**src/rtl/scroll_pattern_gen.sv**
```systemverilog
// Scrolling tile-pattern generator: checkerboard / stripes / solid fill with a
// fixed-point 4-way scroll offset, frame-synchronous shadowed mode and palette.
module scroll_pattern_gen #(
    parameter int COORD_W   = 10,
    parameter int TILE_LOG2 = 5,
    parameter int FRAC_W    = 2,
    parameter int STEP_W    = 4,
    parameter int RGB_W     = 6
) (
    input  logic               clk,
    input  logic               rst,
    input  logic               pattern_enable,
    input  logic [COORD_W-1:0] x,
    input  logic [COORD_W-1:0] y,
    input  logic               active,
    input  logic               next_frame,
    input  logic [STEP_W-1:0]  step_size,
    input  logic [1:0]         dir,
    input  logic [1:0]         mode,
    input  logic [RGB_W-1:0]   color_a,
    input  logic [RGB_W-1:0]   color_b,
    output logic [RGB_W-1:0]   rgb
);

    localparam int ACC_W = COORD_W + FRAC_W;
    localparam logic [31:0] COLOR_A_RST32 = 32'd36;
    localparam logic [RGB_W-1:0] COLOR_A_RST = COLOR_A_RST32[RGB_W-1:0];

    logic [ACC_W-1:0]   x_acc_r;
    logic [ACC_W-1:0]   y_acc_r;
    logic [1:0]         mode_r;
    logic [RGB_W-1:0]   color_a_r;
    logic [RGB_W-1:0]   color_b_r;
    logic [RGB_W-1:0]   rgb_r;

    logic               frame_upd_s;
    logic [ACC_W-1:0]   step_ext_s;
    logic [COORD_W-1:0] sx_s;
    logic [COORD_W-1:0] sy_s;
    logic               tx_s;
    logic               ty_s;
    logic               sel_s;
    logic               unused_s;

    assign frame_upd_s = next_frame & pattern_enable;
    assign step_ext_s  = ACC_W'(step_size);

    // Per-frame scroll accumulators; only the axis named by dir moves.
    always_ff @(posedge clk or posedge rst) begin
        if (rst) begin
            x_acc_r <= {ACC_W{1'b0}};
            y_acc_r <= {ACC_W{1'b0}};
        end else if (frame_upd_s) begin
            case (dir)
                2'b00:   x_acc_r <= x_acc_r + step_ext_s;
                2'b01:   x_acc_r <= x_acc_r - step_ext_s;
                2'b10:   y_acc_r <= y_acc_r + step_ext_s;
                2'b11:   y_acc_r <= y_acc_r - step_ext_s;
                default: x_acc_r <= x_acc_r;
            endcase
        end
    end

    // Shadow registers so mode/palette changes only land on frame boundaries.
    always_ff @(posedge clk or posedge rst) begin
        if (rst) begin
            mode_r    <= 2'b00;
            color_a_r <= COLOR_A_RST;
            color_b_r <= {RGB_W{1'b0}};
        end else if (frame_upd_s) begin
            mode_r    <= mode;
            color_a_r <= color_a;
            color_b_r <= color_b;
        end
    end

    assign sx_s     = x + x_acc_r[ACC_W-1:FRAC_W];
    assign sy_s     = y + y_acc_r[ACC_W-1:FRAC_W];
    assign tx_s     = sx_s[TILE_LOG2];
    assign ty_s     = sy_s[TILE_LOG2];
    assign unused_s = ^{sx_s, sy_s};

    // Tile selection for the current pattern mode.
    always_comb begin
        sel_s = 1'b0;
        case (mode_r)
            2'b00:   sel_s = tx_s ^ ty_s;
            2'b01:   sel_s = tx_s;
            2'b10:   sel_s = ty_s;
            2'b11:   sel_s = 1'b1;
            default: sel_s = 1'b1;
        endcase
    end

    // Registered pixel colour, blanked outside the visible area.
    always_ff @(posedge clk or posedge rst) begin
        if (rst) begin
            rgb_r <= {RGB_W{1'b0}};
        end else begin
            rgb_r <= active ? (sel_s ? color_a_r : color_b_r) : {RGB_W{1'b0}};
        end
    end

    assign rgb = rgb_r;

endmodule

```
**config.mk**
```make
export PLATFORM = sky130hd
export DESIGN_NAME = scroll_pattern_gen
export DESIGN_NICKNAME = d
export VERILOG_FILES = /design/src/rtl/scroll_pattern_gen.sv
export SDC_FILE = /design/constraint.sdc
export NUM_CORES = 1
export LEC_CHECK = 0
export BUFFER_PORTS_ARGS = -buffer_cell sky130_fd_sc_hd__buf_4
export CAP_MARGIN = 10
export CORE_MARGIN = 8
export CORE_UTILIZATION = 35
export CTS_CLUSTER_DIAMETER = 50
export DETAILED_ROUTE_END_ITERATION = 16
export GPL_TIMING_DRIVEN = 0
export HOLD_SLACK_MARGIN = 0.08
export PLACE_DENSITY_LB_ADDON = 0.25
export SLEW_MARGIN = 5
export SYNTH_ARGS = -nofsm -noshare
export SYNTH_HDL_FRONTEND = slang
export SYNTH_SLANG_ARGS = --single-unit
```
**constraint.sdc**
```tcl
create_clock -name clk -period 2.34 [get_ports clk]
set_input_delay 0.468 -clock clk [delete_from_list [all_inputs] [get_ports clk]]
set_output_delay 0.468 -clock clk [all_outputs]
set_load 0.01 [all_outputs]
```
# After elaboration in Yosys (flattened, before gate mapping)

Cells that the tools add are included.

Bitwise operators: 2
Reductions and logical operators: 6
Add/subtract/negate cells: 6
Mux-type cells: 5
Equality and inequality tests: 6

Operators by type and width:

| kind                                                                   | number |
|---|---|
| 12-bit case mux with 2 select lines                                    | 2 |
| 12-bit by 4-bit adder with 12-bit output                               | 2 |
| 12-bit by 4-bit subtractor with 12-bit output                          | 2 |
| 6-bit adder                                                            | 2 |
| 6-bit 2-to-1 mux                                                       | 2 |
| 2-bit equality test (second input constant)                            | 4 |
| 2-bit by 1-bit equality test with 1-bit output (second input constant) | 2 |
| 2-bit logical NOT                                                      | 2 |
| 1-bit case mux with 4 select lines                                     | 1 |
| 2-bit AND reduction                                                    | 2 |
| 2-bit nonzero test                                                     | 2 |
| 1-bit AND                                                              | 1 |
| 1-bit XOR                                                              | 1 |

Logic and storage cells: 31
Bits of input ports: 45
Output and inout bits: 6
Flip-flop bits (word level): 44

# Longest topological paths before layout

Depth after elaboration: 5
Depth in mapped cells: 11

# Least setup slack after synthesis

OpenSTA, ideal clock, no wires.

Path type: input to register
From: input step_size[0]
To: register x_acc_r[7]
Buffers on the path: 0
Stages: 10
Slack: -103 ps
Data arrival time: 2,308 ps
Cell sequence: inv_1 > ha_1 > mux2i_1 > ha_1 > nor2b_1 > o21ai_0 > a21boi_0 > o41ai_1 > a21oi_1 > nand4b_1

Longest elaborated chain between the ends: 2
Elaborated cells on any way between the ends: 3
Classes of those cells: add/sub (2); mux (1)

Ends and longest elaborated chain:

| what                                                                                                             | RTL line | text |
|---|---|---|
| start, declared                                                                                                  | 17       | `input logic [STEP_W-1:0] step_size,` |
| 12-bit by 4-bit subtractor with 12-bit output / 12-bit by 4-bit adder with 12-bit output (equally long branches) | 56, 55   |  |
| 12-bit case mux with 2 select lines (*)                                                                          | 54       | `case (dir)` |
| end signal, assigned                                                                                             | 55       | `2'b00: x_acc_r <= x_acc_r + step_ext_s;` |
| end signal, assigned                                                                                             | 56       | `2'b01: x_acc_r <= x_acc_r - step_ext_s;` |
| end signal, assigned                                                                                             | 59       | `default: x_acc_r <= x_acc_r;` |
| end, declared                                                                                                    | 29       | `logic [ACC_W-1:0] x_acc_r;` |

Mark *: on every way between the ends. The rest lies on a longest branch, timed or not.
A chain may end at the register's enable or synchronous reset.

# Worst setup path in the final report

Ends and elaborated chain as after synthesis.

==> impl_metrics.csv <==
group,metric,value,unit
run_status,outcome,"finished, final reports clean",
timing,finalSetupViolations,0,
cts,cts_tree,"built",
cts,cts-root-buf,"clkbuf_8",
cts,cts_hold_buf,0,
global_routing,antenna_found_initial,0,
worst_setup_path,path_max_fanout,4,
drt,met2_length,4140,um
floorplanning,die_x,110,um
drt,ant_nets,0,
cts,clock_latency,0.30,ns
timing,slew_headroom,0.454,
worst_setup_path,r2r-start,"y_acc_r[4]$_DFFE_PP0P_",
synthesis,synth_commonest_cells,"47 x nor2_1, 44 x nand2_1, 34 x dfrtp_1",
cts,cts_buffer_depth,2,
synthesis,synth_warnings,0,
worst_setup_path,critPathKind,"input pin to register",
floorplanning,initial_utilization,0.359,
placement,pre_cts_ws,-0.411,ns
floorplanning,die-area,12200,um^2
job,cap_violations,0,
final_layout,seqCellArea,903,um^2
final_layout,drive_gt1_frac,0.268,
placement,dp_hpwl,6190,um
global_routing,gr-total-overflow,0,
drt,post_drt_wl_per_cell,15.6,um
drt,drc,0,
placement,gp_congestion,0.871,
power,peakVddDrop,0.498,mV
final_layout,nFillCells,890,
worst_setup_path,crit_buf_inv,3,
global_routing,track_usage,0.139,
power,powerDensity,1050,nW/um^2
synthesis,yosysMostFrequentCell,"nor2_1",
global_routing,grt_pass1_wl,13500,um
worst_setup_path,arrival,2.46,ns
global_routing,grt_pass1_vias,2878,
worst_setup_path,cpMaxStageDelayCell,"o41ai_2",
final_layout,area_growth,22.9,%
floorplanning,die_h,110,um
final_layout,multiInputGateArea,2150,um^2
timing,min_period,2.28,ns
floorplanning,rows,34,
synthesis,synth_seq_area_share,0.290,
worst_setup_path,crit_path_end_kind,"register",
worst_setup_path,crit_chain,"buf_4 -> inv_1 -> ha_4 -> mux2i_2 -> ha_1 -> nor2b_1 -> o21ai_2 -> a21boi_2 -> o41ai_2 -> buf_4 -> a21oi_1 -> nand4b_1",
worst_setup_path,slowest_delay,0.27,ns
synthesis,synth_edf_count,0,
timing,worst_slew_pin_slew,0.818,ns
timing,finalClockSkew,0.0105,ns
synthesis,synthArstFlopShare,1.00,
synthesis,synth.area.top_cells,"dfrtp_1 27%, ha_1 9.6%, mux2_2 5.8%, nor2_1 5.7%, nand2_1 5.3%",
cts,cts_made_buffers,5,
synthesis,synth_cell_type_count,51,
worst_setup_path,cp_common_cell,"buf_4",
worst_setup_path,required,2.51,ns
cts,clkTransAtPathRegs,0.09,ns
timing,maxSlewViolCount,0,
timing,finalWorstSetupSlack,0.0558,ns
synthesis,synth_nets,440,
cts,clock-sinks,36,
synthesis,synth-seq-cells,36,
worst_setup_path,r2r_slack,0.12,ns
synthesis,synth-main-ff-cell,"dfrtp_1",
synthesis,avgSynthCellArea,8.44,um^2
timing,period_share,0.976,
worst_setup_path,cp-startpoint,"step_size[0]",
power,leakage,1.67,nW
worst_setup_path,cp_num_cells,12,
worst_setup_path,critPathTopFamily,"compound AO/OA/AOI/OAI gates",
floorplanning,core-area,8680,um^2
synthesis,synthCells,369,
worst_setup_path,r2r_cells,8,
drt,m1WireLength,3550,um
drt,via_per_inst,5.48,
synthesis,synth_top_area_cell,"dfrtp_1",
cts,htree_levels,2,
drt,drt_iter0_drc,84,
synthesis,post-synth-top-area-fraction,0.273,
drt,top_layer,"met4",
min_path,min_path_type,"input pin to asynchronous set/reset pin",
placement,numPortBuffers,41,
drt,first_pass_iters,4,
drt,routed_wl,8250,um
timing,hold_viol,0,
drt,vias,2902,
final_layout,diodes,0,
worst_setup_path,start_kind,"input pin",
worst_setup_path,cp-endpoint,"x_acc_r[7]$_DFFE_PP0P_",
timing,max_freq,0.438,GHz
drt,dr_wl_met3,404,um
global_routing,grt_max_degree,37,
power,power,4.04,mW
final_layout,fin_nets,492,
synthesis,synth_area,3120,um^2
floorplanning,ios,51,
worst_setup_path,r2r_end,"rgb[0]$_DFF_PP0_",
## cell families after synthesis
| logic type | after synthesis | synth area share |
|---|---|---|
| AOI/OAI and AO/OA | 78 | 0.173 |
| xor gates and xnor gates | 10 | 0.0341 |
| and+or+nand+nor | 161 | 0.255 |
| buffers and inverters | 37 | 0.0655 |
| muxes | 21 | 0.0739 |
| adders and majority gates | 26 | 0.109 |
| DFF | 36 | 0.290 |
## timing repair
item / in CTS / in global routing
pin swaps: 8 / 8
setup endpoints to repair: 7 / 11
setup buffers: 1 / 4
resized for setup: 13 / 16
## power by group
part / total, mW / internal (mW) / switching [mW] / leakage, nW
Sequential: 0.979 / 0.834 / 0.145 / 0.430
Clock: 0.493 / 0.236 / 0.257 / 0.0510
Combinational: 2.57 / 1.16 / 1.41 / 1.19
## through the flow
stage | TNS (ns) | hold WS [ns] | util | cell area [um^2] | cells
6_report | 0 | 0.337 | 0.441 | 3830 | 530
5_1_grt | -0.0121 | 0.393 | 0.441 | 3830 | 530
3_5_place_dp | -3.46 | 0.472 | 0.411 | 3570 | 518
2_1_floorplan | 0 | 0.450 | - | 3130 | 369
4_1_cts | 0 | 0.363 | 0.429 | 3720 | 527
3_3_place_gp | -3.11 | 0.466 | 0.411 | 3570 | 518
## cell type report
type | count | area share
multi-input combinational | 296 | 0.561
sequential | 36 | 0.236
timing repair buffer | 46 | 0.0902
buffer | 20 | 0.0382
tap | 108 | 0.0353
clock buffer | 6 | 0.0216
inverter | 16 | 0.0157
clock inverter | 2 | 0.00261
## how the worst min path moves through the flow
stage,startpoint,endpoint,slack (ns)
2_1_floorplan,x_acc_r[0]$_DFFE_PP0P_,x_acc_r[0]$_DFFE_PP0P_,0.45
3_3_place_gp,y_acc_r[0]$_DFFE_PP0P_,y_acc_r[0]$_DFFE_PP0P_,0.47
3_5_place_dp,y_acc_r[0]$_DFFE_PP0P_,y_acc_r[0]$_DFFE_PP0P_,0.47
4_1_cts,rst,x_acc_r[0]$_DFFE_PP0P_,0.36
5_1_grt,color_a[4],color_a_r[4]$_DFFE_PP0P_,0.39
6_report,rst,rgb[4]$_DFF_PP0_,0.34
## cells in the final DEF, fill, tap and decap left out, drive strengths merged, types with 2 or more instances in the layout
cell / instances
o31ai: 4
and4: 2
a211oi: 3
o21bai: 2
inv: 16
mux2i: 5
nand2: 44
nor4b: 12
a221oi: 6
buf: 57
o2111a: 6
a21o: 3
nor2: 47
clkinv: 2
a21oi: 24
dfstp: 2
nor3: 17
dfrtp: 34
xnor2: 8
nand3: 16
or2: 5
o21a: 6
nor2b: 4
nand2b: 2
fa: 2
a22oi: 7
clkbuf: 14
xor2: 2
ha: 24
nor4: 8
o21ai: 10
mux2: 16
nand4: 2
a21boi: 2
## flip-flops by register name, summed over array words and instances, names as in the netlist
name,count
x_acc_r,8
y_acc_r,8
color_a_r,6
color_b_r,6
rgb,6
mode_r,2
## routing by layer
layer	vias up	global-route usage
li1	1447	-
met1	1370	0.166
met2	71	0.237
met3	14	0.0308
met4	0	0.0580
met5	-	0
(Power assumes the default switching activity.)
